File: config.mk
export PLATFORM = sky130hd
export DESIGN_NAME = filt_sched_ctrl
export DESIGN_NICKNAME = d
export VERILOG_FILES = /design/src/rtl/filt_sched_pkg.sv /design/src/rtl/filt_sched_ctrl_fifo.sv /design/src/rtl/filt_sched_ctrl.sv
export SDC_FILE = /design/constraint.sdc
export NUM_CORES = 1
export LEC_CHECK = 0
export ABC_AREA = 1
export ABC_CLOCK_PERIOD_IN_PS = 5300
export CAP_MARGIN = 40
export CORE_UTILIZATION = 25
export CTS_CLUSTER_SIZE = 20
export DETAILED_ROUTE_END_ITERATION = 8
export GPL_ROUTABILITY_DRIVEN = 0
export GPL_TIMING_DRIVEN = 0
export MAX_ROUTING_LAYER = met4
export PLACE_DENSITY_LB_ADDON = 0.2
export SLEW_MARGIN = 25
export SYNTH_ARGS = -nofsm -noshare
export SYNTH_HDL_FRONTEND = slang
export SYNTH_SLANG_ARGS = --single-unit
File: constraint.sdc
create_clock -name clk -period 5.3 [get_ports clk]
set_input_delay 1.06 -clock clk [delete_from_list [all_inputs] [get_ports clk]]
set_output_delay 1.06 -clock clk [all_outputs]
set_load 0.005 [all_outputs]
File: src/rtl/filt_sched_pkg.sv
// Shared definitions for the XADC-to-FIR sample sequencer.
// State codes for the scheduler FSM and the filter-select codes understood
// by the `filters` block (also used by the filters testbench).
package filt_sched_pkg;

  localparam logic [1:0] STATE_IDLE  = 2'd0;
  localparam logic [1:0] STATE_START = 2'd1;
  localparam logic [1:0] STATE_WAIT  = 2'd2;
  localparam logic [1:0] STATE_OUT   = 2'd3;

  typedef enum logic [1:0] {
    ST_IDLE  = STATE_IDLE,
    ST_START = STATE_START,
    ST_WAIT  = STATE_WAIT,
    ST_OUT   = STATE_OUT
  } sched_state_t;

  localparam logic [1:0] FILT_SEL_LPF  = 2'b00;
  localparam logic [1:0] FILT_SEL_HPF  = 2'b01;
  localparam logic [1:0] FILT_SEL_BPF  = 2'b10;
  localparam logic [1:0] FILT_SEL_RSVD = 2'b11;

  // The reserved code is not a filter: it leaves the current selection alone.
  function automatic logic [1:0] apply_select(input logic [1:0] cur_sel,
                                               input logic [1:0] req_sel);
    logic [1:0] result;
    case (req_sel)
      FILT_SEL_LPF,
      FILT_SEL_HPF,
      FILT_SEL_BPF:  result = req_sel;
      FILT_SEL_RSVD: result = cur_sel;
      default:       result = cur_sel;
    endcase
    return result;
  endfunction

endpackage

File: src/rtl/filt_sched_ctrl_fifo.sv
// filt_smp_fifo: small synchronous sample FIFO (2**AW entries x DW bits).
// A push on a full FIFO is accepted only if a pop happens in the same cycle.
// dout always shows the head entry, so it is valid in the cycle pop is asserted.
module filt_smp_fifo #(
  parameter int DW = 16,
  parameter int AW = 3
) (
  input  logic          clk,
  input  logic          rst_n,
  input  logic          push,
  input  logic [DW-1:0] din,
  input  logic          pop,
  output logic          full,
  output logic          empty,
  output logic [DW-1:0] dout
);

  localparam int DEPTH = 1 << AW;

  logic [DW-1:0] mem_q [DEPTH];
  logic [AW:0]   wr_ptr_q, wr_ptr_d;
  logic [AW:0]   rd_ptr_q, rd_ptr_d;
  logic          push_ok;
  logic          pop_ok;

  assign empty = (wr_ptr_q == rd_ptr_q);
  assign full  = (wr_ptr_q[AW] != rd_ptr_q[AW]) &&
                 (wr_ptr_q[AW-1:0] == rd_ptr_q[AW-1:0]);
  assign dout  = mem_q[rd_ptr_q[AW-1:0]];

  // Work out which transfers actually happen and advance the pointers.
  always_comb begin
    pop_ok   = pop & ~empty;
    push_ok  = push & (~full | pop_ok);
    wr_ptr_d = wr_ptr_q;
    rd_ptr_d = rd_ptr_q;
    if (push_ok) wr_ptr_d = wr_ptr_q + 1'b1;
    if (pop_ok)  rd_ptr_d = rd_ptr_q + 1'b1;
  end

  // Pointer registers; reset empties the FIFO.
  always_ff @(posedge clk) begin
    if (!rst_n) begin
      wr_ptr_q <= '0;
      rd_ptr_q <= '0;
    end else begin
      wr_ptr_q <= wr_ptr_d;
      rd_ptr_q <= rd_ptr_d;
    end
  end

  // Storage array; contents need no reset since the pointers define validity.
  always_ff @(posedge clk) begin
    if (push_ok) mem_q[wr_ptr_q[AW-1:0]] <= din;
  end

endmodule

File: src/rtl/filt_sched_ctrl.sv
// filt_sched_ctrl: sequencer between the XADC sample stream and the FIR block.
// Samples queue in a FIFO; each is held on filt_in while the filter runs, and
// the result is offered on a valid/ready port. Filter select changes only
// while idle between samples.
// Optional: define FILT_SEL_TIMEOUT_EN to add a WAIT watchdog (TIMEOUT cycles)
// that emits a zero result and sets tmo_flag; otherwise tmo_flag is tied 0.
module filt_sched_ctrl
  import filt_sched_pkg::*;
#(
  parameter int XADC_DATA_SIZE = 16,
  parameter int FIFO_AW        = 3,
  parameter int START_LEN      = 2
`ifdef FILT_SEL_TIMEOUT_EN
  ,
  parameter int TIMEOUT        = 1024
`endif
) (
  input  logic                      clk,
  input  logic                      rst_n,
  input  logic                      smp_valid,
  input  logic [XADC_DATA_SIZE-1:0] smp_data,
  input  logic [1:0]                cfg_select,
  output logic                      filt_start,
  output logic [1:0]                filt_select,
  output logic [XADC_DATA_SIZE-1:0] filt_in,
  input  logic [XADC_DATA_SIZE-1:0] filt_result,
  input  logic                      filt_done,
  output logic                      res_valid,
  input  logic                      res_ready,
  output logic [XADC_DATA_SIZE-1:0] res_data,
  output logic                      ovf_flag,
  output logic                      tmo_flag
);

  localparam int CW = (START_LEN > 1) ? $clog2(START_LEN) : 1;
  localparam logic [CW-1:0] START_LAST = CW'(START_LEN - 1);

  sched_state_t              state_q, state_d;
  logic [CW-1:0]             cnt_q, cnt_d;
  logic                      done_q;
  logic [XADC_DATA_SIZE-1:0] filt_in_q, filt_in_d;
  logic [1:0]                sel_q, sel_d;
  logic [XADC_DATA_SIZE-1:0] res_data_q, res_data_d;
  logic                      ovf_q, ovf_d;
  logic                      done_rise;

  logic                      fifo_pop;
  logic                      fifo_full;
  logic                      fifo_empty;
  logic [XADC_DATA_SIZE-1:0] fifo_dout;

`ifdef FILT_SEL_TIMEOUT_EN
  localparam logic [15:0] TMO_LAST = 16'(TIMEOUT - 1);
  logic [15:0] wd_q, wd_d;
  logic        tmo_q, tmo_d;
`endif

  filt_smp_fifo #(
    .DW(XADC_DATA_SIZE),
    .AW(FIFO_AW)
  ) u_fifo (
    .clk  (clk),
    .rst_n(rst_n),
    .push (smp_valid),
    .din  (smp_data),
    .pop  (fifo_pop),
    .full (fifo_full),
    .empty(fifo_empty),
    .dout (fifo_dout)
  );

  assign done_rise   = filt_done & ~done_q;
  assign filt_start  = (state_q == ST_START);
  assign res_valid   = (state_q == ST_OUT);
  assign filt_in     = filt_in_q;
  assign filt_select = sel_q;
  assign res_data    = res_data_q;
  assign ovf_flag    = ovf_q;
`ifdef FILT_SEL_TIMEOUT_EN
  assign tmo_flag    = tmo_q;
`else
  assign tmo_flag    = 1'b0;
`endif

  // Scheduler FSM next-state, datapath captures and sticky overflow flag.
  always_comb begin
    state_d    = state_q;
    cnt_d      = cnt_q;
    filt_in_d  = filt_in_q;
    sel_d      = sel_q;
    res_data_d = res_data_q;
    fifo_pop   = 1'b0;
`ifdef FILT_SEL_TIMEOUT_EN
    wd_d       = wd_q;
    tmo_d      = tmo_q;
`endif
    case (state_q)
      ST_IDLE: begin
        sel_d = apply_select(sel_q, cfg_select);
        if (!fifo_empty) begin
          fifo_pop  = 1'b1;
          filt_in_d = fifo_dout;
          cnt_d     = '0;
          state_d   = ST_START;
        end
      end
      ST_START: begin
        if (cnt_q == START_LAST) begin
          state_d = ST_WAIT;
`ifdef FILT_SEL_TIMEOUT_EN
          wd_d    = '0;
`endif
        end else begin
          cnt_d = cnt_q + 1'b1;
        end
      end
      ST_WAIT: begin
        if (done_rise) begin
          res_data_d = filt_result;
          state_d    = ST_OUT;
`ifdef FILT_SEL_TIMEOUT_EN
        end else if (wd_q == TMO_LAST) begin
          res_data_d = '0;
          tmo_d      = 1'b1;
          state_d    = ST_OUT;
        end else begin
          wd_d = wd_q + 1'b1;
`endif
        end
      end
      ST_OUT: begin
        if (res_ready) state_d = ST_IDLE;
      end
      default: state_d = ST_IDLE;
    endcase
    ovf_d = ovf_q | (smp_valid & fifo_full & ~fifo_pop);
  end

  // State and datapath registers with synchronous active-low reset.
  always_ff @(posedge clk) begin
    if (!rst_n) begin
      state_q    <= ST_IDLE;
      cnt_q      <= '0;
      done_q     <= 1'b0;
      filt_in_q  <= '0;
      sel_q      <= FILT_SEL_LPF;
      res_data_q <= '0;
      ovf_q      <= 1'b0;
`ifdef FILT_SEL_TIMEOUT_EN
      wd_q       <= '0;
      tmo_q      <= 1'b0;
`endif
    end else begin
      state_q    <= state_d;
      cnt_q      <= cnt_d;
      done_q     <= filt_done;
      filt_in_q  <= filt_in_d;
      sel_q      <= sel_d;
      res_data_q <= res_data_d;
      ovf_q      <= ovf_d;
`ifdef FILT_SEL_TIMEOUT_EN
      wd_q       <= wd_d;
      tmo_q      <= tmo_d;
`endif
    end
  end

endmodule

# Word-level counts from Yosys, hierarchy flattened
# Memory sizes are Yosys's and may differ from the RTL's. A register that Yosys moved wholly into a read port is not among the register bits.
# Cells that the tools add are included.
[totals]
inputBits = 39
word_cells = 61
n_memories = 1
ram_bits = 128
register_bits = 31
[memory_table]
columns = ["name", "depth", "word_bits", "rd", "rd_ports_with_merged_regs", "write_ports", "line", "rtl"]
rows = [
  ["u_fifo.mem_q", 8, 16, 1, 1, 1, "filt_sched_ctrl_fifo.sv:20", "logic [DW-1:0] mem_q [DEPTH];"],
]
[classes]
n_reduce_logical = 11
muxes = 13
n_addsub = 3
bitwise_logic = 12
eq_ne = 13
[op_table]
columns = ["cell", "count"]
rows = [
  ["2-to-1 mux 2 bit", 5],
  ["adder 4 x 1 -> 4 bit, second input constant", 2],
  ["equality test 2 bit, second input constant", 4],
  ["one-hot mux 2 bit (4 select lines)", 1],
  ["AND reduction 2 bit", 4],
  ["2-to-1 mux 1 bit", 6],
  ["AND 1 bit", 5],
  ["NOT 1 bit", 5],
  ["equality test 2 x 1 -> 1 bit, second input constant", 2],
  ["equality test 4 bit", 1],
  ["logical NOT 2 bit", 2],
  ["!= test 2 x 1 -> 1 bit, second input constant", 2],
  ["!= test 2 bit, second input constant", 2],
  ["AND reduction 4 bit", 1],
  ["equality test 3 bit", 1],
  ["OR reduction 3 bit", 1],
  ["bitwise OR 1 bit", 2],
  ["one-hot mux 1 bit (2 select lines)", 1],
  ["nonzero test 2 bit", 1],
  ["adder 1 bit, second input constant", 1],
  ["logical AND 1 bit", 1],
  ["logical NOT 1 bit", 1],
  ["!= test 1 bit", 1],
]

# Logic depth before layout (Yosys ltp)
# Gate-level depths: netlist of run 1.
[depth]
depth_word = 8
mapped_depth = 11
mapped_depth_nobuf = 9

# Hierarchy
# From an unflattened synthesis of run 1, not the netlist that was laid out.
[unflattened]
cells_unflattened = 658
area_unflattened_um2 = 7148.1
[modules_own_cells]
columns = ["module", "cells_per_inst", "area_per_inst_um2", "seq_area_each_um2", "instances"]
rows = [
  ["filt_smp_fifo", 464, 5564.1, 4063.9, 1],
  ["filt_sched_ctrl", 194, 1584.0, 780.7, 1],
]

# Worst setup path after synthesis of run 1
# No wires, ideal clock.
[synth_path]
path_kind = "input port to flip-flop"
start = "input smp_valid"
end = "memory u_fifo.mem_q[6][0] (enable)"
path_slack_ns = 2.278
path_stages = 3
t_arrival_ns = 2.613
setup_time_ns = 0.409
t_required_ns = 4.891
path_buffers = 1
path_cell_list = "clkbuf_1 > nand3_1 > nor3_1"
[synth_between]
elab_chain_len = 3
[synth_rtl]
columns = ["item", "line", "rtl"]
rows = [
  ["start: declaration", "filt_sched_ctrl.sv:20", "input logic smp_valid,"],
  ["AND 1 bit", "filt_sched_ctrl_fifo.sv:34", "push_ok = push & (~full | pop_ok);"],
  ["2-to-1 mux 1 bit", "filt_sched_ctrl_fifo.sv:54", "if (push_ok) mem_q[wr_ptr_q[AW-1:0]] <= din;"],
  ["2-to-1 mux 1 bit (implied by the code)", "filt_sched_ctrl_fifo.sv:54", ""],
  ["end: declaration", "filt_sched_ctrl_fifo.sv:20", ""],
]
# No other way between the ends.

# Worst setup path after layout of run 1
[layout_path]
start = "register state_q[1]"
end = "memory u_fifo.mem_q[3][14] (enable)"
[layout_between]
elab_chain_len = 7
[layout_rtl]
columns = ["item", "line", "rtl"]
rows = [
  ["start: declaration", "filt_sched_ctrl.sv:38", "sched_state_t state_q, state_d;"],
  ["start signal: assignment", "filt_sched_ctrl.sv:154", "state_q <= state_d;"],
  ["logical NOT 2 bit", "filt_sched_ctrl.sv:97", "case (state_q)"],
  ["2-to-1 mux 1 bit", "filt_sched_ctrl.sv:97", ""],
  ["AND 1 bit", "filt_sched_ctrl_fifo.sv:33", "pop_ok = pop & ~empty;"],
  ["bitwise OR 1 bit", "filt_sched_ctrl_fifo.sv:34", ""],
  ["AND 1 bit", "filt_sched_ctrl_fifo.sv:34", ""],
  ["2-to-1 mux 1 bit", "filt_sched_ctrl_fifo.sv:54", ""],
  ["2-to-1 mux 1 bit (implied by the code)", "filt_sched_ctrl_fifo.sv:54", ""],
]
# No other way between the ends.

==> flow_summary_export.csv, run 1 <==
group,metric,value,unit
logic_synthesis,synth.avg_cell_area,10.2,sq um
cells_and_area,utilization,0.322,
outcome,outcome,"finished clean",
timing,slew_headroom,0.514,
die,die_h,171,um
logic_synthesis,synthAdderAreaFrac,0.0123,
setup_path,critPathMaxStageDelay,0.54,ns
clocking,cts-root-buf,"clkbuf_16",
logic_synthesis,syn_inst,699,
setup_path,endpoint_kind,"flop",
setup_path,cpMostUsedCell,"inv_1",
setup_path,crit_arrival,2.86,ns
logic_synthesis,yosys_warnings,0,
clocking,hold_buffers,0,
die,io_pins,77,
placement,port-buffer-count,74,
logic_synthesis,synth-xor-area-share,0.00844,
timing,worst_pin_slew,0.729,ns
clocking,h-tree-depth,4,
die,core,0.0279,sq mm
clocking,postCtsSetupBuffers,0,
clocking,cts-resized-gates,0,
drt,via_per_inst,4.23,
logic_synthesis,synth_top_family_by_area,"simple AND/OR/NAND/NOR gates",
timing,hold_viol,0,
timing,fmax,368,MHz
worst_hold_path,hold_path_class,"flop to flop",
grt,grt_pass1_wl,29000,um
logic_synthesis,ys_seq_elements,175,
logic_synthesis,synth-compound-area-share,0.0902,
timing,rsz0062_at_grt,"false",
setup_path,crit_fanout,10,
placement,placed_area,0.00843,sq mm
drt,dr.pass1.iters,4,
placement,dp_hpwl,12500,um
logic_synthesis,yosys.area_share.simple,0.171,
grt,gr-total-overflow,0,
die,dieArea,0.0292,sq mm
power_and_ir_drop,powerDensity,489,mW/mm^2
worst_hold_path,hold_depth,2,
drt,drt_wl_total,19100,um
power_and_ir_drop,cellLeakagePower,3.25,nW
cells_and_area,antenna_cells,0,
setup_path,cp_data_required_time,5.44,ns
grt,grt_pass1_vias,4758,
drt,route.vias.total,5028,
timing,fin_skew,0.00878,ns
cells_and_area,layout_common_cells,"nand2_1 (186), edfxtp_1 (128), nor2_1 (96)",
cells_and_area,layout_commonest_cell,"nand2_1",
setup_path,path_cells,"inv_1 -> ha_1 -> clkbuf_1 -> inv_1 -> nand4_2 -> nand3_1 -> nor2_2 -> buf_6",
clocking,clk_latency,0.43,ns
clocking,path_clk_slew,0.07,ns
grt,grt_usage,0.141,
timing,finalSetupViolations,0,
clocking,cts.sinks,175,
drt,drt-wirelength-per-cell,16.1,um
drt,drc,0,
logic_synthesis,synthMuxAreaShare,0,
die,num_rows,61,
clocking,cts_buffers,17,
die,die_w,171,um
cells_and_area,layout.nets,843,
logic_synthesis,synth_area,0.00712,sq mm
logic_synthesis,mappedNetlistNets,745,
grt,grt_max_degree,18,
drt,antenna_left,0,
setup_path,r2r_cells,8,
cells_and_area,syn_to_final_growth,26.2,%
clocking,clk_path_buf_depth,2,
logic_synthesis,synth_cell_types,29,
clocking,cts_tree,"built",
grt,antenna_found_initial,0,
cells_and_area,stdcell_area,0.00898,sq mm
setup_path,critPathKind,"flop to flop",
setup_path,startpoint_type,"flop",
timing,drv_slew,0,
timing,fin_crit_sh,0.513,
timing,setup_tns,0,ns
setup_path,slowest_stage,"nor2_2",
cells_and_area,drive_gt1_frac,0.0815,
die,initial_utilization,0.256,
power_and_ir_drop,ir_worst_vdd,0.000255,V
drt,drt_iter0_markers,312,
logic_synthesis,seq_area_frac_synth,0.672,
timing,finalCriticalPeriod,2.72,ns
flow_run,drv_cap,0,
## per-layer routing
metal / share of wire / wire [um] / GRT usage
met4: 0.013 / 244 / 0.0439
met3: 0.047 / 900 / 0.0280
met2: 0.46 / 8830 / 0.221
met1: 0.48 / 9160 / 0.184
met5: 0 / 0 / -
## sequential cells by signal (all words and copies together) (netlist names)
signal           flops
u_fifo.wr_ptr_q      4
done_q               1
filt_select          2
u_fifo.mem_q       128
state_q              2
cnt_q                1
u_fifo.rd_ptr_q      4
res_data            16
ovf_flag             1
filt_in             16
## worst paths after layout
check,from,endpoint,slack [ns]
worst max-delay path,state_q[1]$_SDFFE_PN0P_,u_fifo.mem_q[3][14]$_DFFE_PP_,2.58
worst min-delay path,res_data[3]$_SDFFE_PN0P_,res_data[3]$_SDFFE_PN0P_,0.44
worst max register to register,state_q[1]$_SDFFE_PN0P_,u_fifo.mem_q[3][14]$_DFFE_PP_,2.58
worst min register to register,res_data[3]$_SDFFE_PN0P_,res_data[3]$_SDFFE_PN0P_,0.44
## metrics by stage
step	std cells	power, mW	hold WS, ns	setup slack, ns
final	1188	4.39	0.442	2.58
after global routing	1188	4.70	0.466	2.34
after CTS	1188	4.45	0.448	2.54
after detailed placement	1156	3.25	0.436	2.50
after global placement	1151	3.24	0.432	0.791
after floorplan	699	2.59	0.439	2.28
## where the power goes
| part | internal [mW] | switching (mW) | total [mW] | leakage (nW) |
|---|---|---|---|---|
| clock network | 0.616 | 0.573 | 1.19 | 0.263 |
| logic | 0.541 | 0.993 | 1.53 | 1.44 |
| registers | 1.60 | 0.0659 | 1.67 | 1.55 |
## cell families (layout without fill, tap and decap cells)
kind of cell / Yosys count / in the layout
AND/OR/NAND/NOR: 309 / 309
flip-flops: 175 / 175
AO/OA/AOI/OAI: 127 / 127
buffers and inverters: 74 / 185
adder cells (fa/ha/maj): 7 / 7
XOR/XNOR: 6 / 6
other: 1 / 1
## critical path, delay by kind of cell (launching register included)
kind / cells / cell delay, ns
adder cells (fa/ha/maj): 1 / 0.15
buffers and inverters: 4 / 0.86
flip-flops: 1 / 0.33
AND/OR/NAND/NOR: 3 / 1.07
## layout make-up
type | instances | area [sq um]
fill | 2878 | 18900
sequential | 175 | 4780
multi-input combinational | 450 | 2050
timing repair buffer | 79 | 797
tap | 378 | 473
clock buffer | 18 | 429
buffer | 37 | 181
inverter | 37 | 139
clock inverter | 14 | 125
## Yosys cell counts, drive strengths merged
master / instances / area [sq um]
nand4: 3 / 25.0
or2: 1 / 6.26
a211oi: 2 / 15.0
o22ai: 1 / 6.26
nor2: 104 / 405
ha: 7 / 87.6
o21ai: 82 / 410
inv: 37 / 139
edfxtp: 128 / 3840
xor2: 3 / 26.3
nand3: 11 / 60.1
dfxtp: 47 / 941
nor3: 1 / 5.00
a21oi: 42 / 210
xnor2: 3 / 33.8
nand2: 188 / 711
buf: 16 / 103
nand3b: 1 / 7.51
conb: 1 / 3.75
clkbuf: 21 / 78.8
(Power assumes the default switching activity.)
==> run 2: changes to the inputs <==
- ABC_CLOCK_PERIOD_IN_PS: 5300 -> 2250
- clock period: 5.3 -> 2.25 ns (I/O delays scaled with it)
==> run 2 against run 1 <==
Compared with the run above:
- non-clock buffer count up 8
- sequential share of layout area shrank 1.4 points
- sequential power grew 140%
==> flow_summary_export.csv, run 2 (synthesis results as in run 1) <==
group,metric,value,unit
outcome,outcome,"finished clean",
drt,antenna_left,0,
timing,finalSetupViolations,0,
setup_path,cp_data_required_time,1.80,ns
cells_and_area,antenna_cells,0,
cells_and_area,syn_to_final_growth,29.7,%
cells_and_area,stdcell_area,0.00923,sq mm
setup_path,path_delay_family,"buffers and inverters",
setup_path,startpoint_type,"flop",
timing,fmax,473,MHz
cells_and_area,largest_reg_flops,128,
die,core,0.0279,sq mm
timing,setup_tns,0,ns
worst_hold_path,hold_path_class,"flop to flop",
placement,dp_slack,-0.559,ns
setup_path,path_buf_inv,2,
cells_and_area,drive_gt1_frac,0.0978,
placement,port-buffer-count,74,
grt,groute.layer.met1.usage,0.191,
die,num_rows,61,
grt,grt_pass1_wl,29100,um
timing,fin_skew,0.0108,ns
clocking,path_clk_slew,0.07,ns
power_and_ir_drop,powerDensity,1150,mW/mm^2
flow_run,drv_cap,0,
clocking,hold_buffers,0,
drt,route.vias.total,5059,
setup_path,crit_arrival,1.66,ns
timing,layout_setup_ws,0.136,ns
clocking,h-tree-depth,4,
setup_path,endpoint_kind,"output port",
drt,via_per_inst,4.23,
placement,dp_hpwl,12400,um
clocking,cts-root-buf,"clkbuf_16",
grt,gr-total-overflow,0,
cells_and_area,layout.nets,851,
clocking,clk_latency,0.43,ns
grt,top_usage_layer,"met2",
drt,dr.pass1.iters,4,
die,die_w,171,um
setup_path,critPathMaxStageDelay,0.52,ns
timing,hold_viol,0,
timing,drv_slew,0,
grt,grt_usage,0.143,
setup_path,slowest_stage,"clkdlybuf4s50_1",
timing,finalCriticalPeriod,2.11,ns
setup_path,critPathKind,"flop to output port",
drt,drt-wirelength-per-cell,16.2,um
placement,placed_area,0.00845,sq mm
die,io_pins,77,
setup_path,path_cells,"inv_1 -> ha_1 -> clkdlybuf4s50_1",
power_and_ir_drop,cellLeakagePower,3.35,nW
clocking,cts_buffers,17,
cells_and_area,layout_commonest_cell,"nand2_1",
clocking,cts.sinks,175,
grt,grt_use_met3,0.0275,
timing,whs,0.442,ns
power_and_ir_drop,total_power,10.6,mW
grt,grt_max_degree,19,
timing,slew_headroom,0.488,
die,dieArea,0.0292,sq mm
power_and_ir_drop,ir_worst_vdd,0.000675,V
cells_and_area,layout_common_cells,"nand2_1 (186), edfxtp_1 (128), nor2_1 (96)",
grt,antenna_found_initial,0,
clocking,cts_tree,"built",
grt,met2_usage,0.216,
drt,drt_iter0_markers,315,
drt,drc,0,
die,initial_utilization,0.256,
die,die_h,171,um
grt,grt_pass1_vias,4776,
timing,rsz0062_at_grt,"false",
clocking,clk_path_buf_depth,2,
setup_path,crit_fanout,4,
drt,drt_wl_total,19300,um
timing,fin_crit_sh,0.940,
timing,worst_pin_slew,0.768,ns
==> run 2: cell count changes in the layout (fill, tap and decap cells not counted), sizes merged <==
cell,previous run,this run
buf,21,30
bufinv,0,1
clkbuf,39,37
clkinv,4,5
clkinvlp,3,2
==> run 2: tightest hold or removal path, delay by kind of cell, from the launching register on <==
family	cells	cell delay [ns]
flops	1	0.31
buf+inv	1	0.05
compound gates	1	0.05
==> run 2: repair_timing <==
item	in CTS	in global routing
buffers inserted	10	0
gates resized for setup	5	4
endpoints found under the setup margin	128	75
pin swaps	7	0
==> run 2: routing by layer <==
metal,wire length (um),up-vias
met5,0,-
met4,333,0
met3,762,19
met2,8760,100
met1,9480,2393
li1,-,2547
==> run 2: stage by stage <==
step | std cells | utilization
detailed placement | 1155 | 0.303
CTS | 1196 | 0.331
global route | 1196 | 0.331
finish | 1196 | 0.331
floorplan | 699 | -
global placement | 1151 | 0.299
==> run 2: area by class of cell <==
cell class | count | area, sq um
Multi-Input combinational cell | 450 | 2100
Buffer | 36 | 179
Inverter | 37 | 143
Tap cell | 378 | 473
Sequential cell | 175 | 4780
Timing Repair Buffer | 88 | 963
Clock buffer | 17 | 425
Fill cell | 2859 | 18600
Clock inverter | 15 | 169
==> run 2: power by group <==
group | internal [mW] | switching [mW]
clock | 1.59 | 1.40
combinational | 1.33 | 2.36
sequential | 3.77 | 0.162
total | 6.69 | 3.92
==> run 2: worst paths after layout <==
check / startpoint / end / slack [ns] / cells past startpoint
min: res_data[8]$_SDFFE_PN0P_ / res_data[8]$_SDFFE_PN0P_ / 0.44 / 2
min reg2reg: res_data[8]$_SDFFE_PN0P_ / res_data[8]$_SDFFE_PN0P_ / 0.44 / 2
max: state_q[1]$_SDFFE_PN0P_ / filt_start / 0.14 / 3
max reg2reg: u_fifo.rd_ptr_q[0]$_SDFFE_PN0P_ / filt_in[0]$_SDFFE_PN0P_ / 0.15 / 9
==> run 3: changes to the inputs <==
- CTS_CLUSTER_DIAMETER: unset -> 50
==> results of run 3 <==
The final DEF is identical to that of run 2; final timing and power are the same.
